--- src/rtl/sample_mul_pkg.sv ---
// Shared defaults for the sample multiplier arbiter: operand/result widths,
// requester count and the saturation bound helpers used by sample_mul_core.
package sample_mul_pkg;

  localparam int NUM_REQ_DEF = 4;
  localparam int A_WIDTH_DEF = 8;
  localparam int B_WIDTH_DEF = 14;
  localparam int P_WIDTH_DEF = 14;

  // Largest and smallest signed values representable in pw bits.
  function automatic longint sat_hi(input int pw);
    return (longint'(1) <<< (pw - 1)) - 64'sd1;
  endfunction

  function automatic longint sat_lo(input int pw);
    return -(longint'(1) <<< (pw - 1));
  endfunction

  localparam longint SAT_MAX_DEF = sat_hi(P_WIDTH_DEF);
  localparam longint SAT_MIN_DEF = sat_lo(P_WIDTH_DEF);

endpackage

--- src/rtl/sample_mul_core.sv ---
// Combinational unsigned-by-signed multiply reduced to P_WIDTH bits.
// SAMPLE_MUL_ARB_SAT_EN selects saturation; otherwise the product wraps.
module sample_mul_core
  import sample_mul_pkg::*;
#(
  parameter int A_WIDTH = A_WIDTH_DEF,
  parameter int B_WIDTH = B_WIDTH_DEF,
  parameter int P_WIDTH = P_WIDTH_DEF
) (
  input  logic        [A_WIDTH-1:0] a,
  input  logic signed [B_WIDTH-1:0] b,
  output logic signed [P_WIDTH-1:0] p
);

  localparam int FW = A_WIDTH + B_WIDTH + 1;

  // A is zero-extended and B sign-extended so one signed multiply covers both.
  logic signed [FW-1:0] a_ext;
  logic signed [FW-1:0] b_ext;

  assign a_ext = {{(B_WIDTH + 1){1'b0}}, a};
  assign b_ext = {{(A_WIDTH + 1){b[B_WIDTH-1]}}, b};

`ifdef SAMPLE_MUL_ARB_SAT_EN
  localparam logic signed [FW-1:0] HI = FW'(sat_hi(P_WIDTH));
  localparam logic signed [FW-1:0] LO = FW'(sat_lo(P_WIDTH));

  logic signed [FW-1:0] full;

  assign full = a_ext * b_ext;

  always_comb begin
    if (full > HI) begin
      p = HI[P_WIDTH-1:0];
    end else if (full < LO) begin
      p = LO[P_WIDTH-1:0];
    end else begin
      p = full[P_WIDTH-1:0];
    end
  end
`else
  assign p = P_WIDTH'(a_ext * b_ext);
`endif

endmodule

--- src/rtl/sample_mul_arbiter.sv ---
// Round-robin arbiter feeding a two-stage multiplier pipeline (S1 operands,
// S2 product). SAMPLE_MUL_ARB_SAT_EN switches the core from wrap to saturate.
module sample_mul_arbiter
  import sample_mul_pkg::*;
#(
  parameter int NUM_REQ = NUM_REQ_DEF,
  parameter int A_WIDTH = A_WIDTH_DEF,
  parameter int B_WIDTH = B_WIDTH_DEF,
  parameter int P_WIDTH = P_WIDTH_DEF
) (
  input  logic                         ap_clk,
  input  logic                         ap_rst_n,
  input  logic [NUM_REQ-1:0]           req_valid,
  output logic [NUM_REQ-1:0]           req_ready,
  input  logic [NUM_REQ*A_WIDTH-1:0]   req_a,
  input  logic [NUM_REQ*B_WIDTH-1:0]   req_b,
  output logic                         rsp_valid,
  input  logic                         rsp_ready,
  output logic signed [P_WIDTH-1:0]    rsp_p,
  output logic [$clog2(NUM_REQ)-1:0]   rsp_id,
  output logic                         busy
);

  localparam int IW = $clog2(NUM_REQ);

  // Handshake: a transfer happens on a rising edge where valid and ready are
  // both high; a presented response holds steady until rsp_ready is seen.
  logic                      s1_valid;
  logic        [A_WIDTH-1:0] s1_a;
  logic signed [B_WIDTH-1:0] s1_b;
  logic        [IW-1:0]      s1_id;
  logic        [IW-1:0]      ptr;

  logic                      s2_adv;
  logic                      s1_open;
  logic [NUM_REQ-1:0]        grant;
  logic        [IW-1:0]      gid;
  logic        [A_WIDTH-1:0] sel_a;
  logic signed [B_WIDTH-1:0] sel_b;
  logic                      take;
  logic signed [P_WIDTH-1:0] core_p;

  assign s2_adv  = !rsp_valid || rsp_ready;
  assign s1_open = ap_rst_n && (!s1_valid || s2_adv);

  // Rotating priority search starting at ptr; depends only on req_valid.
  always_comb begin
    int idx;
    logic found;
    grant = '0;
    gid   = '0;
    sel_a = '0;
    sel_b = '0;
    found = 1'b0;
    idx   = 0;
    for (int k = 0; k < NUM_REQ; k++) begin
      idx = int'(ptr) + k;
      if (idx >= NUM_REQ) idx = idx - NUM_REQ;
      if (!found && req_valid[idx]) begin
        found      = 1'b1;
        grant[idx] = 1'b1;
        gid        = IW'(idx);
        sel_a      = req_a[idx*A_WIDTH +: A_WIDTH];
        sel_b      = req_b[idx*B_WIDTH +: B_WIDTH];
      end
    end
  end

  assign req_ready = s1_open ? grant : '0;
  assign take      = |req_ready;
  assign busy      = s1_valid || rsp_valid;

  sample_mul_core #(
    .A_WIDTH (A_WIDTH),
    .B_WIDTH (B_WIDTH),
    .P_WIDTH (P_WIDTH)
  ) u_core (
    .a (s1_a),
    .b (s1_b),
    .p (core_p)
  );

  always_ff @(posedge ap_clk) begin
    if (!ap_rst_n) begin
      s1_valid  <= 1'b0;
      s1_a      <= '0;
      s1_b      <= '0;
      s1_id     <= '0;
      ptr       <= '0;
      rsp_valid <= 1'b0;
      rsp_p     <= '0;
      rsp_id    <= '0;
    end else begin
      if (s2_adv) begin
        rsp_valid <= s1_valid;
        if (s1_valid) begin
          rsp_p  <= core_p;
          rsp_id <= s1_id;
        end
      end
      if (take) begin
        s1_valid <= 1'b1;
        s1_a     <= sel_a;
        s1_b     <= sel_b;
        s1_id    <= gid;
        ptr      <= (gid == IW'(NUM_REQ - 1)) ? '0 : gid + 1'b1;
      end else if (s2_adv) begin
        s1_valid <= 1'b0;
      end
    end
  end

endmodule

--- config.mk ---
export PLATFORM = sky130hd
export DESIGN_NAME = sample_mul_arbiter
export DESIGN_NICKNAME = d
export VERILOG_FILES = /design/src/rtl/sample_mul_pkg.sv /design/src/rtl/sample_mul_core.sv /design/src/rtl/sample_mul_arbiter.sv
export SDC_FILE = /design/constraint.sdc
export NUM_CORES = 1
export LEC_CHECK = 0
export CAP_MARGIN = 20
export CORE_MARGIN = 1
export CORE_UTILIZATION = 35
export DETAILED_ROUTE_END_ITERATION = 16
export SYNTH_ARGS = -nofsm -noshare
export SYNTH_HDL_FRONTEND = slang
export SYNTH_SLANG_ARGS = --single-unit
--- constraint.sdc ---
create_clock -name ap_clk -period 4.32 [get_ports ap_clk]
set_input_delay 0.864 -clock ap_clk [delete_from_list [all_inputs] [get_ports ap_clk]]
set_output_delay 0.864 -clock ap_clk [all_outputs]
set_load 0.005 [all_outputs]
Yosys cells after proc, flatten, opt, wreduce, memory -nomap -nowiden --
Cells that the tools add are included. Widths: inputs -> output; s select.
Storage, ports and cells: register bits after elaboration 44, input port bits 95, output and inout port bits 22, word-level logic and storage cells 111
Operators by class: add/subtract/negate cells 8, multiply operators 5, magnitude comparators 12, equal/unequal tests 1, shifts and indexed selects 8, muxes and demuxes 47, bitwise gates (word level) 3, reductions and logical operators 19
Operators with widths (count):
- $shiftx 56x32->14 | 4
- $ge 32x1->1 const B | 4
- $lt 32x4->1 const B | 4
- $mul 32x4->31 const B | 4
- $mux 32 | 4
- $shiftx 32x32->8 | 4
- $mux 14 | 4
- $mux 8 | 4
- $mux 4 | 5
- $mux 1 | 17
- $mul 9x14->14 | 1
- $or 4x4->4 | 3
- $sub 3x3->4 const B | 3
- $mux 2 | 5
- $ge 3x3->1 const B | 3
- $bmux 1 s2 | 4
- $demux 1 s2 | 4
- $logic_and 1x1->1 | 8
- $add 2x2->3 const B | 2
- $logic_not 1->1 | 5
- $reduce_or 4->1 | 1
- $sub 2x3->4 const B | 1
- $add 2x1->3 const B | 1
- $ge 2x3->1 const B | 1
- other kinds (5) | 7

Logic depth before layout (Yosys ltp) --
depth after elaboration 18, gate-level depth with buffers 20

Modules after synthesis --
Synthesis repeated with hierarchy kept, for this count alone.
Second synthesis, totals: cell total of the unflattened synthesis 1731, area total of the unflattened synthesis 14059.7 um2
Modules (own cells, without submodules):
- sample_mul_arbiter | times used 1, cells an instance 1449, area each 11710.0 um2
- sample_mul_core | times used 1, cells an instance 282, area each 2349.8 um2

Least setup slack after synthesis --
OpenSTA, ideal clock, no wires.
path type register to register, from register s1_a[2], to register rsp_p[11], library setup time 115 ps, data arrival time 4476 ps, required time 4205 ps, path slack -271 ps, stages on the path, launching flop included 17, buffers on the path 1, period minus slack after synthesis 4591 ps, path through dfxtp_1 -> clkbuf_1 -> nand2_1 -> fa_1 -> inv_1 -> fa_1 -> inv_1 -> fa_1 -> fa_1 -> inv_1 -> ha_1 -> o21a_1 -> a2111oi_0 -> nor2_1 -> xor2_1 -> mux2_2 -> and2_1
Between the ends: cells in the longest elaborated chain, start to end 1
RTL lines:
- start: declaration | RTL line sample_mul_arbiter.sv:29 | logic [A_WIDTH-1:0] s1_a;
- start signal: assignment | RTL line sample_mul_arbiter.sv:103 | s1_a <= sel_a;
- $mul 9x14->14 | RTL line sample_mul_core.sv:42 | assign p = P_WIDTH'(a_ext * b_ext);
- end signal: assignment | RTL line sample_mul_arbiter.sv:97 | rsp_p <= core_p;
- end: declaration | RTL line sample_mul_arbiter.sv:19 | output logic signed [P_WIDTH-1:0] rsp_p,
Every way passes these cells. A chain may end at the register's enable or synchronous reset.

Worst setup path in the final report --
from register s1_a[3], to register rsp_p[11]
Same word-level chain as after synthesis.

==> impl_metrics.ini <==
[run_status]
outcome = finished clean

[timing]
tightest_slew_ps = 862
min_period_ps = 4170
hold_viol_final = 0
slew_headroom_pct = 42.5
fmax_ghz = 0.240
setup_viol = 0
rsz0062_at_grt = false
finalMaxSlewViolations = 0
skew_ps = 2.23
fin_crit_sh_pct = 96.5

[global_route]
groute.usage.overall_pct = 29.8
antenna_found_initial = 1
grt_overflow = 0
grt_max_degree = 146
grt_pass1_wl_mm = 95.4
grt_pass1_vias = 15200

[synthesis]
async_reset_ff_share_pct = 0
syn_inst = 1829
ys_warn_count = 0
ys_ff_latch = 44
yosysUniqueCellTypes = 86
yosysSeqAreaShare_pct = 6.12
synthesis.nets = 2009
synthFlopType = dfxtp_1
synth_edf_count = 0
synth_area_mm2 = 0.0144
avgSynthCellArea_um2 = 7.87

[power]
p_leak_uw = 0.00642
p_per_area_mw_per_mm2 = 731
power.total_uw = 12300
peakVddDrop_v = 0.000366

[placed_design]
dp_hpwl_mm = 48.5
place.gp.congestion = 1.01
portBuffers = 116

[routing]
initialDrtViolationCount = 2152
vias = 15800
totalWireLength_mm = 64.0
wire_per_inst_um = 26.2
firstDrtPassIters = 9
drc = 0
viasPerCell = 6.49
antenna_left = 0

[critical_path]
critPathMostFrequentCell = fa_1
cp.buffers_inverters = 3
crit_slowest_cell = fa_1
regToRegSetupSlack_ps = 150
crit_arrival_ps = 4360
required_ps = 4510
path_max_fanout = 7
critPathKind = register to register
start_kind = register
slowest_delay_ps = 520
crit_path_cell_trace = buf_4 > and2_4 > fa_1 > fa_1 > fa_1 > inv_2 > fa_1 > inv_1 > ha_4 > or3_4 > o21ai_2 > nor2_1 > xor2_1 > mux2_2 > and2_1
crit_family = adder cells
cp-end-kind = register

[clock_tree]
cts_tree = done
cts_buffers = 5
clkTransAtPathRegs_ps = 70
cts.sinks = 44
clock_latency_ps = 290
cts-htree-levels = 2
clockRootBuffer = clkbuf_16
max-clock-path-buffers = 2
holdBufCountCts = 0

[final_layout]
finalNetCount = 2092
drive_above_1_share_pct = 19.3
diodes = 0
final_core_util_pct = 42.0
syn2layout_area_growth_pct = 17.2

[job]
drv_cap = 0

[floorplanning]
pin_count = 117
rows = 73
die_w_um = 205
start_util_pct = 35.8
die_area_mm2 = 0.0420
core_mm2 = 0.0402
die_y_um = 205

[min_path]
hold_path.class = register to register
stage by stage:
| stage | hold slack (ps) | TNS [ps] | setup WS [ps] | cell area [µm²] | cells |
|---|---|---|---|---|---|
| after floorplan | 431 | 0 | 27.2 | 14400 | 1829 |
| after global placement | 447 | -59.1 | -59.1 | 16500 | 2425 |
| after detailed placement | 446 | -265 | -182 | 16500 | 2425 |
| after CTS | 456 | 0 | 0.521 | 16700 | 2433 |
| after global routing | 478 | 0 | 10.8 | 16900 | 2438 |
| final | 452 | 0 | 152 | 16900 | 2438 |
Yosys cell counts (8+ instances only):
library cell,n,area [µm²]
nand2_1,235,882
o22ai_1,22,138
and2_1,46,288
buf_1,19,71.3
o211ai_1,23,173
inv_1,96,360
dfxtp_1,44,881
nand3_1,37,185
nor3_1,24,120
a211oi_1,38,285
and3_1,12,75.1
xnor2_1,19,166
o221ai_1,16,140
o21ai_0,81,405
a311oi_1,13,114
a21o_1,14,105
mux4_2,106,2390
ha_1,37,463
buf_4,19,143
a21boi_0,8,60.1
mux2_2,70,788
o31ai_1,8,60.1
a22o_1,9,78.8
nor2_1,147,552
o21a_1,12,90.1
clkbuf_1,88,330
nor2b_1,28,175
fa_1,48,961
nand2b_1,20,125
a221oi_1,12,105
a21oi_1,108,541
a31oi_1,29,181
mux2i_1,151,1510
o21ai_1,13,65.1
buf_2,41,205
cell usage in the layout (no fill, tap or decap), types with 28 or more instances in the layout:
cell             count
a211oi_1            38
a21oi_1            107
a31oi_1             29
and2_1              45
buf_4              120
clkdlybuf4s50_1    116
dfxtp_1             31
fa_1                44
inv_1               93
mux2_2              70
mux2i_1            151
mux4_2             106
nand2_1            231
nand3_1             37
nor2_1             147
nor2b_1             28
o21ai_0             79
registers in the layout, indices dropped and copies added (netlist names), named ones only:
| name | count |
|---|---|
| s1_a | 8 |
| ptr | 1 |
| rsp_p | 14 |
| s1_id | 2 |
| s1_b | 14 |
| s1_valid | 1 |
| rsp_valid | 1 |
| rsp_id | 2 |
worst paths after layout:
kind,startpoint,end,cells past startpoint
worst max-delay path,s1_a[3]$_SDFFE_PN0P_,rsp_p[11]$_SDFFE_PN0P_,15
worst min-delay path,rsp_p[9]$_SDFFE_PN0P_,rsp_p[9]$_SDFFE_PN0P_,2
worst max register to register,s1_a[3]$_SDFFE_PN0P_,rsp_p[11]$_SDFFE_PN0P_,15
worst min register to register,rsp_p[9]$_SDFFE_PN0P_,rsp_p[9]$_SDFFE_PN0P_,2
where the power goes:
| part | switching, µW | internal [µW] | leakage, µW |
|---|---|---|---|
| logic | 6570 | 4580 | 0.00597 |
| clock network | 180 | 272 | 0.0000798 |
| registers | 167 | 575 | 0.000369 |
| total | 6920 | 5420 | 0.00642 |
timing repair:
action                                  CTS  global route
pin swaps                                 4            24
endpoints found under the setup margin    2             3
buffers inserted                          0             4
gates resized for setup                  15            33
area by class of cell:
cell class / count / area (µm²)
repair buffers: 249 / 2300
well taps: 525 / 657
clock inverters: 3 / 42.5
multi-input cells: 1515 / 12500
clock buffers: 5 / 125
inverters: 97 / 367
fillers: 4138 / 23300
flip-flops and latches: 44 / 920
kinds of logic (layout without fill, tap and decap cells):
group	count (synthesis)	after routing	share of synthesized area, %
and+or+nand+nor	592	592	19.0
AOI/OAI and AO/OA	481	481	22.3
buffers and inverters	270	354	8.21
muxes	330	330	32.8
adders and majority gates	85	85	9.89
xor gates and xnor gates	27	27	1.69
DFF	44	44	6.12
worst reg2reg max path, stage by stage, from the launching register on:
cell     delay, ps
dfxtp_4        370
buf_4          150
and2_4         140
fa_1           520
fa_1           510
fa_1           520
inv_2           40
fa_1           520
inv_1           60
ha_4           170
or3_4          380
o21ai_2         70
nor2_1          70
xor2_1         140
mux2_2         250
and2_1         150
layer usage:
layer | up-vias | track usage [%] | routed length, µm
met3 | 173 | 3.99 | 6240
met2 | 1039 | 48.8 | 29500
met1 | 7656 | 39.9 | 25400
met4 | 0 | 11.0 | 2850
li1 | 6958 | - | -
met5 | - | 0 | 0
No activity file was read; power rests on OpenSTA's default activity.
